`src/rtl/game_countdown_timer_pkg.sv`:
```
// game_countdown_timer_pkg
//   Shared types and constants for the round countdown timer.
//   - timer_state_t : round FSM states
//   - CNT_W / BCD_W : binary count width (0..99) and BCD digit width
//   - sat_count     : clamps a widened count to a ceiling
package game_countdown_timer_pkg;

    localparam int CNT_W = 7;
    localparam int BCD_W = 4;

    typedef enum logic [1:0] {
        IDLE    = 2'd0,
        RUNNING = 2'd1,
        PAUSED  = 2'd2,
        EXPIRED = 2'd3
    } timer_state_t;

    // v carries one extra bit so count + bonus (max 114) never wraps.
    function automatic logic [CNT_W-1:0] sat_count(input logic [CNT_W:0] v,
                                                   input logic [CNT_W:0] ceil);
        return (v > ceil) ? ceil[CNT_W-1:0] : v[CNT_W-1:0];
    endfunction

endpackage

```
`src/rtl/game_countdown_timer_if.sv`:
```
// game_countdown_timer_if
//   Control strobes into the timer and display/status outputs out of it.
//   master : game logic / display side (drives strobes, reads status)
//   slave  : the timer itself
interface game_countdown_timer_if;
    import game_countdown_timer_pkg::*;

    logic             tick_1s;
    logic             start;
    logic             pause;
    logic             bonus_add;
    logic [3:0]       bonus_sec;
    logic [BCD_W-1:0] secs_tens;
    logic [BCD_W-1:0] secs_ones;
    logic             running;
    logic             paused;
    logic             warning;
    logic             time_up;

    modport master (
        output tick_1s, start, pause, bonus_add, bonus_sec,
        input  secs_tens, secs_ones, running, paused, warning, time_up
    );

    modport slave (
        input  tick_1s, start, pause, bonus_add, bonus_sec,
        output secs_tens, secs_ones, running, paused, warning, time_up
    );

endinterface

```
`src/rtl/game_countdown_timer_bin2bcd_99.sv`:
```
// bin2bcd_99
//   Combinational 7-bit binary (0..99) to two-digit BCD converter.
//   bin  : binary value, 0..99
//   tens : BCD tens digit
//   ones : BCD ones digit
module bin2bcd_99
    import game_countdown_timer_pkg::*;
(
    input  logic [CNT_W-1:0] bin,
    output logic [BCD_W-1:0] tens,
    output logic [BCD_W-1:0] ones
);

    // Comparator ladder: the last threshold crossed gives the tens digit.
    // The ones digit only needs the low nibble, since the remainder is < 10
    // and mod-16 subtraction of the low bits is exact.
    always_comb begin
        tens = '0;
        ones = bin[BCD_W-1:0];
        for (int i = 1; i <= 9; i++) begin
            if (bin >= CNT_W'(10 * i)) begin
                tens = BCD_W'(i);
                ones = bin[BCD_W-1:0] - BCD_W'(10 * i);
            end
        end
    end

endmodule

```
`src/rtl/game_countdown_timer.sv`:
```
// game_countdown_timer
//   Round timer: counts remaining seconds down from INIT_SECONDS on each
//   tick_1s strobe, with start/restart, pause and saturating bonus time.
//   clk  : system clock
//   rstn : asynchronous active-low reset
//   tif  : slave modport -- tick_1s, start, pause, bonus_add, bonus_sec in;
//          secs_tens/secs_ones (BCD), running, paused, warning, time_up out
module game_countdown_timer
    import game_countdown_timer_pkg::*;
#(
    parameter int INIT_SECONDS = 60,
    parameter int WARN_SECONDS = 10,
    parameter int MAX_SECONDS  = 99
) (
    input  logic                  clk,
    input  logic                  rstn,
    game_countdown_timer_if.slave tif
);

    localparam logic [CNT_W-1:0] INIT_C = CNT_W'(INIT_SECONDS);
    localparam logic [CNT_W-1:0] WARN_C = CNT_W'(WARN_SECONDS);
    localparam logic [CNT_W:0]   MAX_C  = (CNT_W+1)'(MAX_SECONDS);

    timer_state_t     state;
    logic [CNT_W-1:0] count;
    logic [CNT_W-1:0] next_cnt;
    logic [CNT_W:0]   sum;
    logic [3:0]       add;
    logic             tick_eff;
    logic             time_up_q;

    // Ticks only count while RUNNING; the count!=0 guard keeps the widened
    // subtraction from ever wrapping.
    always_comb begin
        tick_eff = (state == RUNNING) && tif.tick_1s && (count != '0);
        add      = tif.bonus_add ? tif.bonus_sec : 4'd0;
        sum      = {1'b0, count} + {4'b0, add} - {{CNT_W{1'b0}}, tick_eff};
        next_cnt = sat_count(sum, MAX_C);
    end

    always_ff @(posedge clk or negedge rstn) begin
        if (!rstn) begin
            state     <= IDLE;
            count     <= INIT_C;
            time_up_q <= 1'b0;
        end else begin
            time_up_q <= 1'b0;
            if (tif.start) begin
                // Restart wins over any same-cycle tick, bonus or pause.
                state <= RUNNING;
                count <= INIT_C;
            end else begin
                case (state)
                    IDLE: begin
                    end
                    RUNNING: begin
                        count <= next_cnt;
                        // Tick/bonus resolve first, so expiry beats pause.
                        if (next_cnt == '0) begin
                            state     <= EXPIRED;
                            time_up_q <= 1'b1;
                        end else if (tif.pause) begin
                            state <= PAUSED;
                        end
                    end
                    PAUSED: begin
                        // tick_eff is 0 here, so count only grows.
                        count <= next_cnt;
                        if (!tif.pause) state <= RUNNING;
                    end
                    EXPIRED: count <= '0;
                    default: state <= IDLE;
                endcase
            end
        end
    end

    bin2bcd_99 u_bcd (
        .bin  (count),
        .tens (tif.secs_tens),
        .ones (tif.secs_ones)
    );

    assign tif.running = (state == RUNNING);
    assign tif.paused  = (state == PAUSED);
    assign tif.warning = ((state == RUNNING) || (state == PAUSED)) &&
                         (count != '0) && (count <= WARN_C);
    assign tif.time_up = time_up_q;

endmodule
```
`src/flat_wrapper.sv`:
```
// flat-port wrapper written by rule: the top's interface ports become plain ports
module game_countdown_timer_flat import game_countdown_timer_pkg::*;
#(
    parameter int INIT_SECONDS = 60,
    parameter int WARN_SECONDS = 10,
    parameter int MAX_SECONDS  = 99
)
  (clk, rstn, tif_tick_1s, tif_start, tif_pause, tif_bonus_add, tif_bonus_sec, tif_secs_tens, tif_secs_ones, tif_running, tif_paused, tif_warning, tif_time_up);
  game_countdown_timer_if tif_i ();
  input  logic clk;
  input  logic rstn;
  input wire logic [$bits(tif_i.tick_1s)-1:0] tif_tick_1s;
  input wire logic [$bits(tif_i.start)-1:0] tif_start;
  input wire logic [$bits(tif_i.pause)-1:0] tif_pause;
  input wire logic [$bits(tif_i.bonus_add)-1:0] tif_bonus_add;
  input wire logic [$bits(tif_i.bonus_sec)-1:0] tif_bonus_sec;
  output wire logic [$bits(tif_i.secs_tens)-1:0] tif_secs_tens;
  output wire logic [$bits(tif_i.secs_ones)-1:0] tif_secs_ones;
  output wire logic [$bits(tif_i.running)-1:0] tif_running;
  output wire logic [$bits(tif_i.paused)-1:0] tif_paused;
  output wire logic [$bits(tif_i.warning)-1:0] tif_warning;
  output wire logic [$bits(tif_i.time_up)-1:0] tif_time_up;
  assign tif_i.tick_1s = tif_tick_1s;
  assign tif_i.start = tif_start;
  assign tif_i.pause = tif_pause;
  assign tif_i.bonus_add = tif_bonus_add;
  assign tif_i.bonus_sec = tif_bonus_sec;
  assign tif_secs_tens = tif_i.secs_tens;
  assign tif_secs_ones = tif_i.secs_ones;
  assign tif_running = tif_i.running;
  assign tif_paused = tif_i.paused;
  assign tif_warning = tif_i.warning;
  assign tif_time_up = tif_i.time_up;
  game_countdown_timer #(.INIT_SECONDS(INIT_SECONDS), .WARN_SECONDS(WARN_SECONDS), .MAX_SECONDS(MAX_SECONDS)) u_core (.clk(clk), .rstn(rstn), .tif(tif_i));
endmodule
```
`config.mk`:
```
export PLATFORM = sky130hd
export DESIGN_NAME = game_countdown_timer_flat
export DESIGN_NICKNAME = d
export VERILOG_FILES = /design/src/rtl/game_countdown_timer_pkg.sv /design/src/rtl/game_countdown_timer_if.sv /design/src/rtl/game_countdown_timer_bin2bcd_99.sv /design/src/rtl/game_countdown_timer.sv /design/src/flat_wrapper.sv
export SDC_FILE = /design/constraint.sdc
export NUM_CORES = 1
export LEC_CHECK = 0
export ABC_CLOCK_PERIOD_IN_PS = 3800
export BUFFER_PORTS_ARGS = -buffer_cell sky130_fd_sc_hd__buf_2
export CAP_MARGIN = 40
export CORE_UTILIZATION = 59
export CTS_CLUSTER_DIAMETER = 30
export DETAILED_ROUTE_END_ITERATION = 7
export MAX_ROUTING_LAYER = met4
export PLACE_DENSITY = 0.77
export SYNTH_ARGS = -nofsm -noshare
export SYNTH_HDL_FRONTEND = slang
export SYNTH_HIERARCHICAL = 1
export SYNTH_SLANG_ARGS = --single-unit
```
`constraint.sdc`:
```
create_clock -name clk -period 3.8 [get_ports clk]
set_input_delay 0.57 -clock clk [delete_from_list [all_inputs] [get_ports clk]]
set_output_delay 0.57 -clock clk [all_outputs]
set_load 0.02 [all_outputs]
```
# --- Yosys cells after proc, flatten, opt, wreduce, memory -nomap -nowiden ---
# Index checks and enable logic that the tools add are counted.
# W data, S select, Z words.
word_totals:
  ff_bits: 10
  input_bits: 10
  output_inout_bits: 12
  wordCells: 69
classes:
  n_addsub: 9
  n_lt_le_gt_ge: 11
  n_eq_ne: 5
  n_mux: 30
  reduce_logical: 11
ops:
  columns: ["op", "n"]
  rows:
  - ["$mux W4", 18]
  - ["$ge A7 B6 Y1 const B", 3]
  - ["$ge A7 B7 Y1 const B", 3]
  - ["$sub A4 B4 Y4 const B", 4]
  - ["$ge A7 B5 Y1 const B", 2]
  - ["$mux W7", 2]
  - ["$pmux W7 S2", 1]
  - ["$add A7 B4 Y8", 1]
  - ["$gt A8 B7 Y1 const B", 1]
  - ["$mux W2", 4]
  - ["$sub A4 B3 Y4 const B", 2]
  - ["$sub A8 B1 Y8", 1]
  - ["$ge A7 B4 Y1 const B", 1]
  - ["$le A7 B4 Y1 const B", 1]
  - ["$logic_not A7 Y1", 1]
  - ["$reduce_bool A7 Y1", 1]
  - ["$reduce_bool A3 Y1", 2]
  - ["$eq A2 B2 Y1 const B", 2]
  - ["$logic_and A1 B1 Y1", 4]
  - ["$mux W1", 4]
  - ["$ne A4 B3 Y1 const B", 1]
  - ["$pmux W2 S2", 1]
  - ["$sub A4 B2 Y4 const B", 1]
  - ["$ne A3 B3 Y1 const B", 1]
  - ["4 further kinds", 4]

# --- Depth between registers and ports, before layout ---
# Gate-level depths: netlist (run 1).
depth:
  depth_word: 10
  ltp_mapped: 14
  depth_no_buf: 14

# --- By module ---
# The synthesis (run 1) kept the hierarchy.
by_module_without_submodules:
  columns: ["module", "n_inst", "cells_per_inst", "area_per_inst_um2", "seq_area_each_um2"]
  rows:
  - ["game_countdown_timer", 1, 127, 1119.8, 255.2]
  - ["bin2bcd_99", 1, 83, 610.6, 0.0]

# --- Worst setup path after synthesis (run 1) ---
# OpenSTA, ideal clock, no wires.
synth_path:
  path_type: "register to register"
  start: "register u_core.count[4]"
  end: "register u_core.count[0]"
  setup_time_ns: 0.123
  t_arrival_ns: 3.315
  required_ns: 3.677
  setup_slack_ns: 0.362
  path_stages_with_launch: 15
  n_path_buf: 0
  period_less_slack_ns: 3.438
  cell_sequence: "dfstp_2 -> inv_1 -> ha_1 -> nor4b_1 -> a31oi_1 -> ha_1 -> inv_1 -> ha_1 -> fa_1 -> a211oi_1 -> nor2_1 -> xor2_1 -> or3_1 -> a21o_1 -> o221a_2"
synth_via:
  elab_chain_len: 7
  word_cells_on_any_way: 8
  cone_classes: "add/sub: 2; order compare: 1; mux: 3; reduce/logical: 2"
synth_rtl:
  columns: ["element", "line_no", "text"]
  rows:
  - ["start, declared", "game_countdown_timer.sv:25", "logic [CNT_W-1:0] count;"]
  - ["start signal, assigned", "game_countdown_timer.sv:57", "count <= next_cnt;"]
  - ["start signal, assigned", "game_countdown_timer.sv:68", "count <= next_cnt;"]
  - ["branches (longest 2 deep; another with $add A7 B4 Y8)", null, null]
  - ["$sub A8 B1 Y8 (*)", "game_countdown_timer.sv:37", "sum = {1'b0, count} + {4'b0, add} - {{CNT_W{1'b0}}, tick_eff};"]
  - ["$gt A8 B7 Y1", "game_countdown_timer_pkg.sv:21", "return (v > ceil) ? ceil[CNT_W-1:0] : v[CNT_W-1:0];"]
  - ["$mux W7 (*)", "game_countdown_timer_pkg.sv:21", null]
  - ["$pmux W7 S2 (*)", "game_countdown_timer.sv:53", "case (state)"]
  - ["$mux W7 (*)", "game_countdown_timer.sv:48", "if (tif.start) begin"]
# Every way passes the cells marked *.
# A chain may end at the register's enable or synchronous reset.

# --- Worst setup path in the final report (run 1) ---
layout_path:
  start: "register u_core.count[4]"
  end: "register u_core.state[1]"
layout_via:
  elab_chain_len: 9
  word_cells_on_any_way: 12
  cone_classes: "add/sub: 2; order compare: 1; eq/ne: 1; mux: 4; reduce/logical: 4"
layout_rtl:
  columns: ["element", "line_no", "text"]
  rows:
  - ["branches (longest 2 deep; another with $add A7 B4 Y8)", null, null]
  - ["$sub A8 B1 Y8 (*)", "game_countdown_timer.sv:37", null]
  - ["$gt A8 B7 Y1", "game_countdown_timer_pkg.sv:21", null]
  - ["$mux W7 (*)", "game_countdown_timer_pkg.sv:21", null]
  - ["$logic_not A7 Y1 (*)", "game_countdown_timer.sv:59", "if (next_cnt == '0) begin"]
  - ["$mux W2", "game_countdown_timer.sv:59", null]
  - ["$pmux W2 S2", "game_countdown_timer.sv:53", null]
  - ["$mux W2", "game_countdown_timer.sv:48", null]
  - ["end signal, assigned", "game_countdown_timer.sv:50", "state <= RUNNING;"]
  - ["end signal, assigned", "game_countdown_timer.sv:60", "state <= EXPIRED;"]
  - ["end signal, assigned", "game_countdown_timer.sv:63", "state <= PAUSED;"]
  - ["end, declared", "game_countdown_timer.sv:24", "timer_state_t state;"]
# Marked as above.

==> Flow_metrics.wiki, run 1 <==
{| class="wikitable"
! Metric !! Value
|-
| Most common cell type on the critical path || sky130_fd_sc_hd__ha_1
|-
| Maximum fanout count along the critical path || 4
|-
| Clock Skew || 0.000881 ns
|-
| Port Buffers || 21
|-
| TritonCTS clock tree || yes
|-
| Met3 track demand over resource || 0.465%
|-
| Die X || 56.2 microns
|-
| Top cell type by total area after synthesis || sky130_fd_sc_hd__ha_1
|-
| Vertical die dimension || 56.2 microns
|-
| Netlist area before placement || 1730 sq um
|-
| Number of standard cells after synthesis || 210
|-
| Number of inserted filler cells in the final layout || 215
|-
| Routability congestion estimate || 0.950
|-
| Setup repair after global routing missed its margin || false
|-
| Total of flip-flops plus latches after synthesis || 10
|-
| Fraction of registers with async set or reset after synthesis || 100%
|-
| Slew at the pin closest to its max-slew limit || 0.549 ns
|-
| Per-instance average area after synthesis || 8.24 sq um
|-
| Global-route usage over all layers || 30.5%
|-
| Cells taking the most area after synthesis || sky130_fd_sc_hd__ha_1, sky130_fd_sc_hd__dfrtp_1, sky130_fd_sc_hd__dfstp_2, sky130_fd_sc_hd__inv_1, sky130_fd_sc_hd__a21oi_1
|-
| Standard-cell row count || 19
|-
| Post-synth cell types || 61
|-
| Cell at the root of the clock tree || sky130_fd_sc_hd__clkbuf_4
|-
| Number of DRC violations after detailed-routing iteration 0 || 117
|-
| Net count of the mapped netlist || 244
|-
| Share of Yosys cell area claimed by the top area cell type || 16.6%
|-
| Largest net degree at the start of global routing || 19
|-
| Global-route wire length before repair || 7.58 mm
|-
| Worst min-delay path class || in -> async
|-
| Per-cell via count in the routed design || 6.65
|-
| Number of buffers created by CTS || 3
|-
| Number of antenna-violating nets in the routed design || 0
|-
| Hold Buf Count CTS || 0
|-
| Proportion of layout cells with a drive suffix above 1 || 21.9%
|-
| Count of yosys warnings during synthesis || 6
|-
| Clock slew at the register clock pins of the worst setup and hold paths || 0.06 ns
|-
| Final wirelength || 4.46 mm
|-
| Shortest clock period the worst path allows after layout || 3.54 ns
|-
| Wire length per cell after detailed routing || 16.9 microns
|-
| Number of pins exceeding their max-slew limit in the final report || 0
|-
| Arrival time reported for the critical path endpoint || 3.68 ns
|-
| Top-Level Pins || 22
|-
| Min Hold Slack || 0.151 ns
|-
| Slowest stage delay, CP || 0.53 ns
|-
| Critical path's slowest cell || sky130_fd_sc_hd__dfstp_2
|-
| Run status || finished, final reports clean
|-
| Insertion delay to the later sink of the worst-skew pair || 0.26 ns
|-
| Post-CTS setup buffer count || 0
|-
| Start-to-end type of the worst setup path || reg -> reg
|-
| Leading cell type in the layout, fill and taps excluded || sky130_fd_sc_hd__inv_1
|-
| Number of antenna cells inserted || 0
|-
| Worst-case headroom to the max-slew limit || 63.1%
|-
| Required time of the critical path || 3.94 ns
|-
| Type of element capturing the critical path || flip-flop
|-
| Area growth syn-to-layout || 9.54%
|-
| HPWL Detailed || 3.43 mm
|-
| Met2 track demand over resource in global routing || 54.4%
|-
| Multi-input logic area || 1340 sq um
|-
| TritonRoute pass-1 iters || 6
|-
| Cell chain of the critical path || inv_1 -> ha_1 -> nor4b_2 -> a31oi_1 -> ha_1 -> inv_1 -> ha_1 -> fa_1 -> a211oi_2 -> or4_1 -> and3_4 -> nor4_4 -> a21oi_1 -> a311o_1
|-
| Share of synthesized area occupied by flip-flops and latches || 14.8%
|-
| Initial antenna violation count || 0
|-
| Final cell utilization of the core || 68.7%
|-
| Achievable clock frequency || 283 MHz
|-
| Critical path startpoint category || flip-flop
|-
| Residual overflow from global routing || 0
|-
| Final Setup Violations || 0
|-
| Most used routing layer in global routing || met2
|-
| Post-Route Setup TNS || 0 ns
|-
| Maximum number of buffers from clock root to sink || 2
|-
| Number of enable-type register cells in the synthesized netlist || 0
|-
| Commonest cells after routing, fill and taps aside || sky130_fd_sc_hd__inv_1, sky130_fd_sc_hd__ha_1, sky130_fd_sc_hd__buf_2
|-
| Net count of the finished layout || 269
|-
| Via count of the first global-routing pass || 1,666
|-
| Number of levels in the clock H-tree || 1
|-
| Final hold vios || 0
|-
| DRC violations left || 0
|-
| Sequential Area || 255 sq um
|-
| Effective utilization at floorplan || 62.7%
|-
| Count of max-cap constraint violations || 0
|-
| Routed vias || 1,756
|-
| CTS sink cnt || 10
|-
| Core Region || 2760 sq um
|-
| M1 GR Usage || 37.9%
|-
| Final critical-path share of the clock period || 93.1%
|-
| CTS-repair resized insts || 0
|-
| Primary flip-flop cell chosen by synthesis mapping || sky130_fd_sc_hd__dfrtp_1
|-
| Full die area || 3150 sq um
|}
==> layer usage <==
layer  vias to the layer above  share of wire (%)
li1                        836                  -
met1                       816                 41
met2                        87                 52
met3                        17                4.8
met4                         0                2.1
met5                         -                  0
==> synth_stat cells, types with 5 or more instances <==
master,number
sky130_fd_sc_hd__a211oi_1,5
sky130_fd_sc_hd__a21oi_1,13
sky130_fd_sc_hd__dfrtp_1,6
sky130_fd_sc_hd__ha_1,23
sky130_fd_sc_hd__inv_1,25
sky130_fd_sc_hd__nand2_1,12
sky130_fd_sc_hd__nor2_1,14
sky130_fd_sc_hd__o21a_1,5
sky130_fd_sc_hd__o21ai_0,6
==> area by class of cell <==
type	count	share of cell area, %
multi-input combinational	168	70.4
sequential	10	13.5
timing repair buffer	27	7.92
inverter	25	4.95
tap	31	2.05
clock buffer	3	1.19
==> final timing paths <==
| check | to | cells past startpoint | from | slack [ns] |
|---|---|---|---|---|
| worst max-delay path | u_core/state[1] | 14 | u_core/count[4] | 0.26 |
| worst min-delay path | u_core/state[0] | 1 | rstn | 0.15 |
| worst max register to register | u_core/state[1] | 14 | u_core/count[4] | 0.26 |
| worst min register to register | u_core/state[0] | 2 | u_core/state[0] | 0.67 |
| max in group asynchronous | u_core/count[5] | 1 | rstn | 3.40 |
| min in group clk | u_core/count[5] | 2 | tif_start | 0.65 |
==> flip-flops by register name, indices dropped and copies added, names as in the netlist <==
signal,cells
u_core/tif.time_up,1
u_core/count,7
u_core/state,2
==> critical path: cells and delay by family, from the launching register on <==
kind | cells | cell delay [ns]
AO/OA/AOI/OAI | 4 | 0.72
adder cells (fa/ha/maj) | 4 | 0.86
buffers and inverters | 2 | 0.14
flip-flops | 1 | 0.53
AND/OR/NAND/NOR | 4 | 1.18
==> stage by stage <==
stage	setup slack, ns	instances	area [sq um]
2_1_floorplan	0.362	210	1730
3_3_place_gp	0.219	261	1860
3_5_place_dp	0.0960	261	1860
4_1_cts	0.0548	264	1880
5_1_grt	0.106	264	1900
6_report	0.261	264	1900
==> kinds of logic (layout without fill, tap and decap cells) <==
group | Yosys count | in the layout | share of synthesized area [%]
fa+ha+maj | 24 | 24 | 17.8
flops | 10 | 10 | 14.8
xor+xnor | 6 | 6 | 3.04
buf+inv | 32 | 55 | 8.75
compound gates | 73 | 73 | 33.8
simple gates | 65 | 65 | 21.8
Power of run 1 is left out: the tool's default activity adds up to more than one toggle a clock period on the data nets, which glitch-free logic cannot reach.
==> run 2: changes to the inputs <==
- BUFFER_PORTS_ARGS: -buffer_cell sky130_fd_sc_hd__buf_2 -> unset
- CORE_UTILIZATION: 59 -> 60
- DONT_BUFFER_PORTS: unset -> 1
- PLACE_DENSITY: 0.77 -> 0.72
==> run 2 against run 1 <==
  * Clock skew is 0.0033 ns higher
  * Wire length is 3.9% higher
  * Flip-flop and latch count unchanged
  * Cell count is 6.8% lower
  * Count of clock-buffer cells in the layout unchanged
  * Die area fell by 1.6%
  * Non-clock buffer count fell by 18
  * Utilization shrank 2.5 points
==> Flow_metrics.wiki, run 2 (synthesis gave the netlist of run 1 again) <==
{| class="wikitable"
! Metric !! Value
|-
| Leading cell type in the layout, fill and taps excluded || sky130_fd_sc_hd__inv_1
|-
| Final Setup Violations || 0
|-
| Commonest cells after routing, fill and taps aside || sky130_fd_sc_hd__inv_1, sky130_fd_sc_hd__ha_1, sky130_fd_sc_hd__nor2_1
|-
| Slew at the pin closest to its max-slew limit || 0.514 ns
|-
| Maximum number of buffers from clock root to sink || 2
|-
| Wire length per cell after detailed routing || 18.8 microns
|-
| Number of antenna-violating nets in the routed design || 0
|-
| Min Hold Slack || 0.144 ns
|-
| Worst flop-to-flop path startpoint || u_core/count[4]
|-
| Max reg flops || 7
|-
| Setup repair after global routing missed its margin || false
|-
| Area growth syn-to-layout || 4.63%
|-
| Worst-case headroom to the max-slew limit || 65.5%
|-
| Number of antenna cells inserted || 0
|-
| Residual overflow from global routing || 0
|-
| Critical path startpoint category || flip-flop
|-
| Clock slew at the register clock pins of the worst setup and hold paths || 0.06 ns
|-
| Final critical-path share of the clock period || 96.2%
|-
| Count of max-cap constraint violations || 0
|-
| Clock Skew || 0.00422 ns
|-
| Shortest clock period the worst path allows after layout || 3.66 ns
|-
| Register with the highest flop count || u_core/count
|-
| Initial antenna violation count || 0
|-
| DRC violations left || 0
|-
| Via count of the first global-routing pass || 1,698
|-
| Number of levels in the clock H-tree || 1
|-
| Type of element capturing the critical path || flip-flop
|-
| Routed vias || 1,733
|-
| Final hold vios || 0
|-
| Routability congestion estimate || 0.945
|-
| Cells after DPL || 242
|-
| Vertical die dimension || 55.7 microns
|-
| Global-route wire length before repair || 7.67 mm
|-
| Largest net degree at the start of global routing || 19
|-
| Proportion of layout cells with a drive suffix above 1 || 14.4%
|-
| Top-Level Pins || 22
|-
| CTS sink cnt || 10
|-
| Final Instance Count excl. Fillers || 246
|-
| Number of DRC violations after detailed-routing iteration 0 || 123
|-
| TritonRoute pass-1 iters || 4
|-
| Global-route usage over all layers || 31.7%
|-
| Setup crit start || u_core/count[4]
|-
| Effective utilization at floorplan || 63.3%
|-
| Maximum fanout count along the critical path || 4
|-
| Worst min-delay path class || in -> async
|-
| Start-to-end type of the worst setup path || reg -> reg
|-
| Cell at the root of the clock tree || sky130_fd_sc_hd__clkbuf_4
|-
| TritonCTS clock tree || yes
|-
| Net count of the finished layout || 251
|-
| Core Region || 2730 sq um
|-
| Port Buffers || 0
|-
| Insertion delay to the later sink of the worst-skew pair || 0.26 ns
|-
| HPWL Detailed || 3.55 mm
|-
| Die X || 55.7 microns
|-
| Per-cell via count in the routed design || 7.04
|-
| Achievable clock frequency || 274 MHz
|-
| Post-Route Setup TNS || 0 ns
|-
| Full die area || 3100 sq um
|-
| Arrival time reported for the critical path endpoint || 3.80 ns
|-
| Number of pins exceeding their max-slew limit in the final report || 0
|-
| Final wirelength || 4.64 mm
|-
| Number of buffers created by CTS || 3
|-
| Run status || finished, final reports clean
|-
| Post-CTS setup buffer count || 0
|-
| Standard-cell row count || 19
|-
| Required time of the critical path || 3.94 ns
|}
==> run 2: cell count changes in the layout (fill, tap and decap cells not counted) <==
cell and change:
sky130_fd_sc_hd__buf_2 -21, sky130_fd_sc_hd__a211oi_2 -1, sky130_fd_sc_hd__dlygate4sd3_1 +1, sky130_fd_sc_hd__buf_4 +2, sky130_fd_sc_hd__a211oi_1 +1
==> run 2: metal layers <==
| layer | track usage [%] | routed length [microns] | up-vias |
|---|---|---|---|
| li1 | - | - | 800 |
| met1 | 37.9 | 1910 | 823 |
| met2 | 51.1 | 2240 | 88 |
| met3 | 3.95 | 294 | 22 |
| met4 | 19.3 | 188 | 0 |
| met5 | - | 0 | - |
==> run 2: layout make-up <==
cell class	instances	area, sq um
repair buffers	9	70.1
inverters	25	93.8
clock buffers	3	22.5
multi-input cells	168	1330
flip-flops and latches	10	255
well taps	31	38.8
fillers	223	923
==> run 2: through the flow <==
step	setup WS, ns	utilization, %	area [sq um]
3_5_place_dp	0.0647	64.8	1770
4_1_cts	0.0235	66.0	1800
3_3_place_gp	0.224	64.8	1770
2_1_floorplan	0.362	-	1730
5_1_grt	0.0279	66.2	1810
6_report	0.144	66.2	1810
==> run 2: what timing repair did <==
action	in CTS	in global routing
hold buffers	1	0
endpoints found under the setup margin	0	3
resized for setup	0	1
endpoints found under the hold margin	6	0
==> run 2: path summary, 6_finish.rpt <==
kind,slack [ns],cells past startpoint,endpoint
min in group clk,0.43,1,u_core/count[3]
worst min-delay path,0.14,0,u_core/count[5]
worst max-delay path,0.14,14,u_core/state[1]
worst max register to register,0.14,14,u_core/state[1]
max in group asynchronous,2.96,1,u_core/state[0]
worst min register to register,0.63,2,u_core/state[0]
==> run 2: worst max-delay path, cell delays in order (launching register included) <==
cell,delay (ns)
sky130_fd_sc_hd__dfstp_2,0.37
sky130_fd_sc_hd__inv_1,0.12
sky130_fd_sc_hd__ha_1,0.16
sky130_fd_sc_hd__nor4b_2,0.29
sky130_fd_sc_hd__a31oi_1,0.14
sky130_fd_sc_hd__ha_1,0.29
sky130_fd_sc_hd__inv_1,0.04
sky130_fd_sc_hd__ha_1,0.19
sky130_fd_sc_hd__fa_1,0.40
sky130_fd_sc_hd__a211oi_1,0.39
sky130_fd_sc_hd__o211ai_1,0.17
sky130_fd_sc_hd__and3_4,0.19
sky130_fd_sc_hd__nor4_4,0.35
sky130_fd_sc_hd__a21oi_1,0.11
sky130_fd_sc_hd__a311o_1,0.34
Power of run 2 is left out for the same reason.
==> run 3: changes to the inputs <==
- CTS_BUF_LIST: unset -> sky130_fd_sc_hd__clkbuf_8
- RECOVER_POWER: unset -> 50
==> run 3 against run 2 <==
  * Count of clock-buffer cells in the layout did not move
  * First-iteration DRC count up 9.8%
  * Die area is the same
  * Setup slack lost 0.013 ns
  * Critical path depth unchanged
  * Non-clock buffer count down 1
  * Critical endpoint is now u_core/count[1]
  * Largest cell class unchanged
==> Flow_metrics.wiki, run 3 (synthesis gave the netlist of run 1 again) <==
{| class="wikitable"
! Metric !! Value
|-
| Final hold vios || 0
|-
| Slowest stage delay, CP || 0.40 ns
|-
| Slew at the pin closest to its max-slew limit || 0.820 ns
|-
| Number of inserted filler cells in the final layout || 225
|-
| Insertion delay to the later sink of the worst-skew pair || 0.23 ns
|-
| Sequential Area || 255 sq um
|-
| Clock slew at the register clock pins of the worst setup and hold paths || 0.04 ns
|-
| Leading cell type in the layout, fill and taps excluded || sky130_fd_sc_hd__inv_1
|-
| Maximum number of buffers from clock root to sink || 2
|-
| CTS sink cnt || 10
|-
| Setup crit start || u_core/count[4]
|-
| Setup repair after global routing missed its margin || false
|-
| Hold Buf Count CTS || 0
|-
| Cell chain of the critical path || inv_1 -> ha_1 -> nor4b_2 -> a31oi_1 -> ha_1 -> inv_1 -> ha_1 -> fa_1 -> a211oi_1 -> nor2_1 -> xor2_1 -> or3_1 -> a21o_1 -> o221a_2
|-
| TritonRoute pass-1 iters || 4
|-
| Register with the highest flop count || u_core/count
|-
| Number of pins exceeding their max-slew limit in the final report || 0
|-
| Routed vias || 1,742
|-
| Arrival time reported for the critical path endpoint || 3.78 ns
|-
| Count of max-cap constraint violations || 0
|-
| Number of antenna-violating nets in the routed design || 0
|-
| Top-Level Pins || 22
|-
| CTS-repair resized insts || 0
|-
| Critical path startpoint category || flip-flop
|-
| Proportion of layout cells with a drive suffix above 1 || 13.1%
|-
| Number of levels in the clock H-tree || 1
|-
| Worst path depth || 14
|-
| Final wirelength || 4.59 mm
|-
| Number of DRC violations after detailed-routing iteration 0 || 135
|-
| Largest net degree at the start of global routing || 19
|-
| Via count of the first global-routing pass || 1,703
|-
| Effective utilization at floorplan || 63.3%
|-
| Commonest cells after routing, fill and taps aside || sky130_fd_sc_hd__inv_1, sky130_fd_sc_hd__ha_1, sky130_fd_sc_hd__nor2_1
|-
| Run status || finished, final reports clean
|-
| Cells after DPL || 242
|-
| Worst-case headroom to the max-slew limit || 45.3%
|-
| Path depth of the worst reg2reg path || 14
|-
| Worst reg2reg setup slack || 0.13 ns
|-
| Final critical-path share of the clock period || 96.6%
|-
| Port Buffers || 0
|-
| Vertical die dimension || 55.7 microns
|-
| Area growth syn-to-layout || 4.48%
|-
| Clock Skew || 0.00171 ns
|-
| Largest delay contributor family on the critical path || adder cells
|-
| Achievable clock frequency || 273 MHz
|-
| Final Setup Violations || 0
|-
| Global-route wire length before repair || 7.65 mm
|-
| Most common cell type on the critical path || sky130_fd_sc_hd__ha_1
|-
| Start-to-end type of the worst setup path || reg -> reg
|-
| Standard-cell row count || 19
|-
| Type of element capturing the critical path || flip-flop
|-
| Buffering stage count on the worst path with inverters included || 2
|-
| DRC violations left || 0
|-
| HPWL Detailed || 3.55 mm
|-
| Per-cell via count in the routed design || 7.11
|-
| Routability congestion estimate || 0.945
|-
| Post-CTS setup buffer count || 0
|-
| End of the worst register-to-register path || u_core/count[1]
|-
| Shortest clock period the worst path allows after layout || 3.67 ns
|-
| Wire length per cell after detailed routing || 18.7 microns
|-
| Residual overflow from global routing || 0
|-
| Core Region || 2730 sq um
|-
| TritonCTS clock tree || yes
|-
| Max reg flops || 7
|-
| Full die area || 3100 sq um
|-
| Required time of the critical path || 3.91 ns
|-
| Die X || 55.7 microns
|-
| Worst flop-to-flop path startpoint || u_core/count[4]
|-
| Net count of the finished layout || 250
|-
| Multi-input logic area || 1330 sq um
|-
| Post-Route Setup TNS || 0 ns
|-
| Last element of the critical path || u_core/count[1]
|-
| Final Instance Count excl. Fillers || 245
|-
| Number of antenna cells inserted || 0
|-
| Global-route usage over all layers || 31.5%
|-
| Worst min-delay path class || in -> async
|-
| Critical path's slowest cell || sky130_fd_sc_hd__fa_1
|-
| Cell at the root of the clock tree || sky130_fd_sc_hd__clkbuf_8
|-
| Maximum fanout count along the critical path || 4
|-
| Initial antenna violation count || 0
|-
| Number of buffers created by CTS || 3
|}
## run 3: cell count changes in the layout (fill, tap and decap cells not counted)
cell / before / now
sky130_fd_sc_hd__clkbuf_4: 3 / 0
sky130_fd_sc_hd__clkbuf_8: 0 / 3
sky130_fd_sc_hd__and2_0: 0 / 1
sky130_fd_sc_hd__and2_1: 3 / 2
sky130_fd_sc_hd__dlygate4sd3_1: 1 / 0
sky130_fd_sc_hd__clkbuf_1: 0 / 3
sky130_fd_sc_hd__buf_4: 8 / 5
## run 3: final cells by class
cell class                 instances  area share, %
clock buffer                       3           2.28
sequential                        10           14.1
timing repair buffer               8           2.70
tap                               31           2.15
inverter                          25           5.19
multi-input combinational        168           73.6
## run 3: worst min-delay path by stage
stage                       to  depth (start not counted)  slack (ns)
6_report       u_core/count[0]                          0        0.04
5_1_grt        u_core/count[0]                          0        0.02
4_1_cts        u_core/state[0]                          0        0.03
3_5_place_dp   u_core/state[0]                          0        0.27
3_3_place_gp   u_core/state[0]                          0        0.27
2_1_floorplan  u_core/count[0]                          0        0.27
## run 3: through the flow
| stage | instance area, sq um | hold slack [ns] | util (%) | setup slack (ns) |
|---|---|---|---|---|
| global route | 1810 | 0.0242 | 66.1 | 0.0308 |
| detailed placement | 1770 | 0.275 | 64.8 | 0.0647 |
| finish | 1810 | 0.0364 | 66.1 | 0.131 |
| CTS | 1810 | 0.0301 | 66.3 | 0.0133 |
| floorplan | 1730 | 0.274 | - | 0.362 |
| global placement | 1770 | 0.275 | 64.8 | 0.224 |
## run 3: metal layers
metal  wire length (microns)  GRT usage, %
met1                    1890          37.6
met5                       0             -
met4                     155          17.9
met2                    2280          51.8
met3                     261          3.49
Power of run 3 is left out for the same reason.
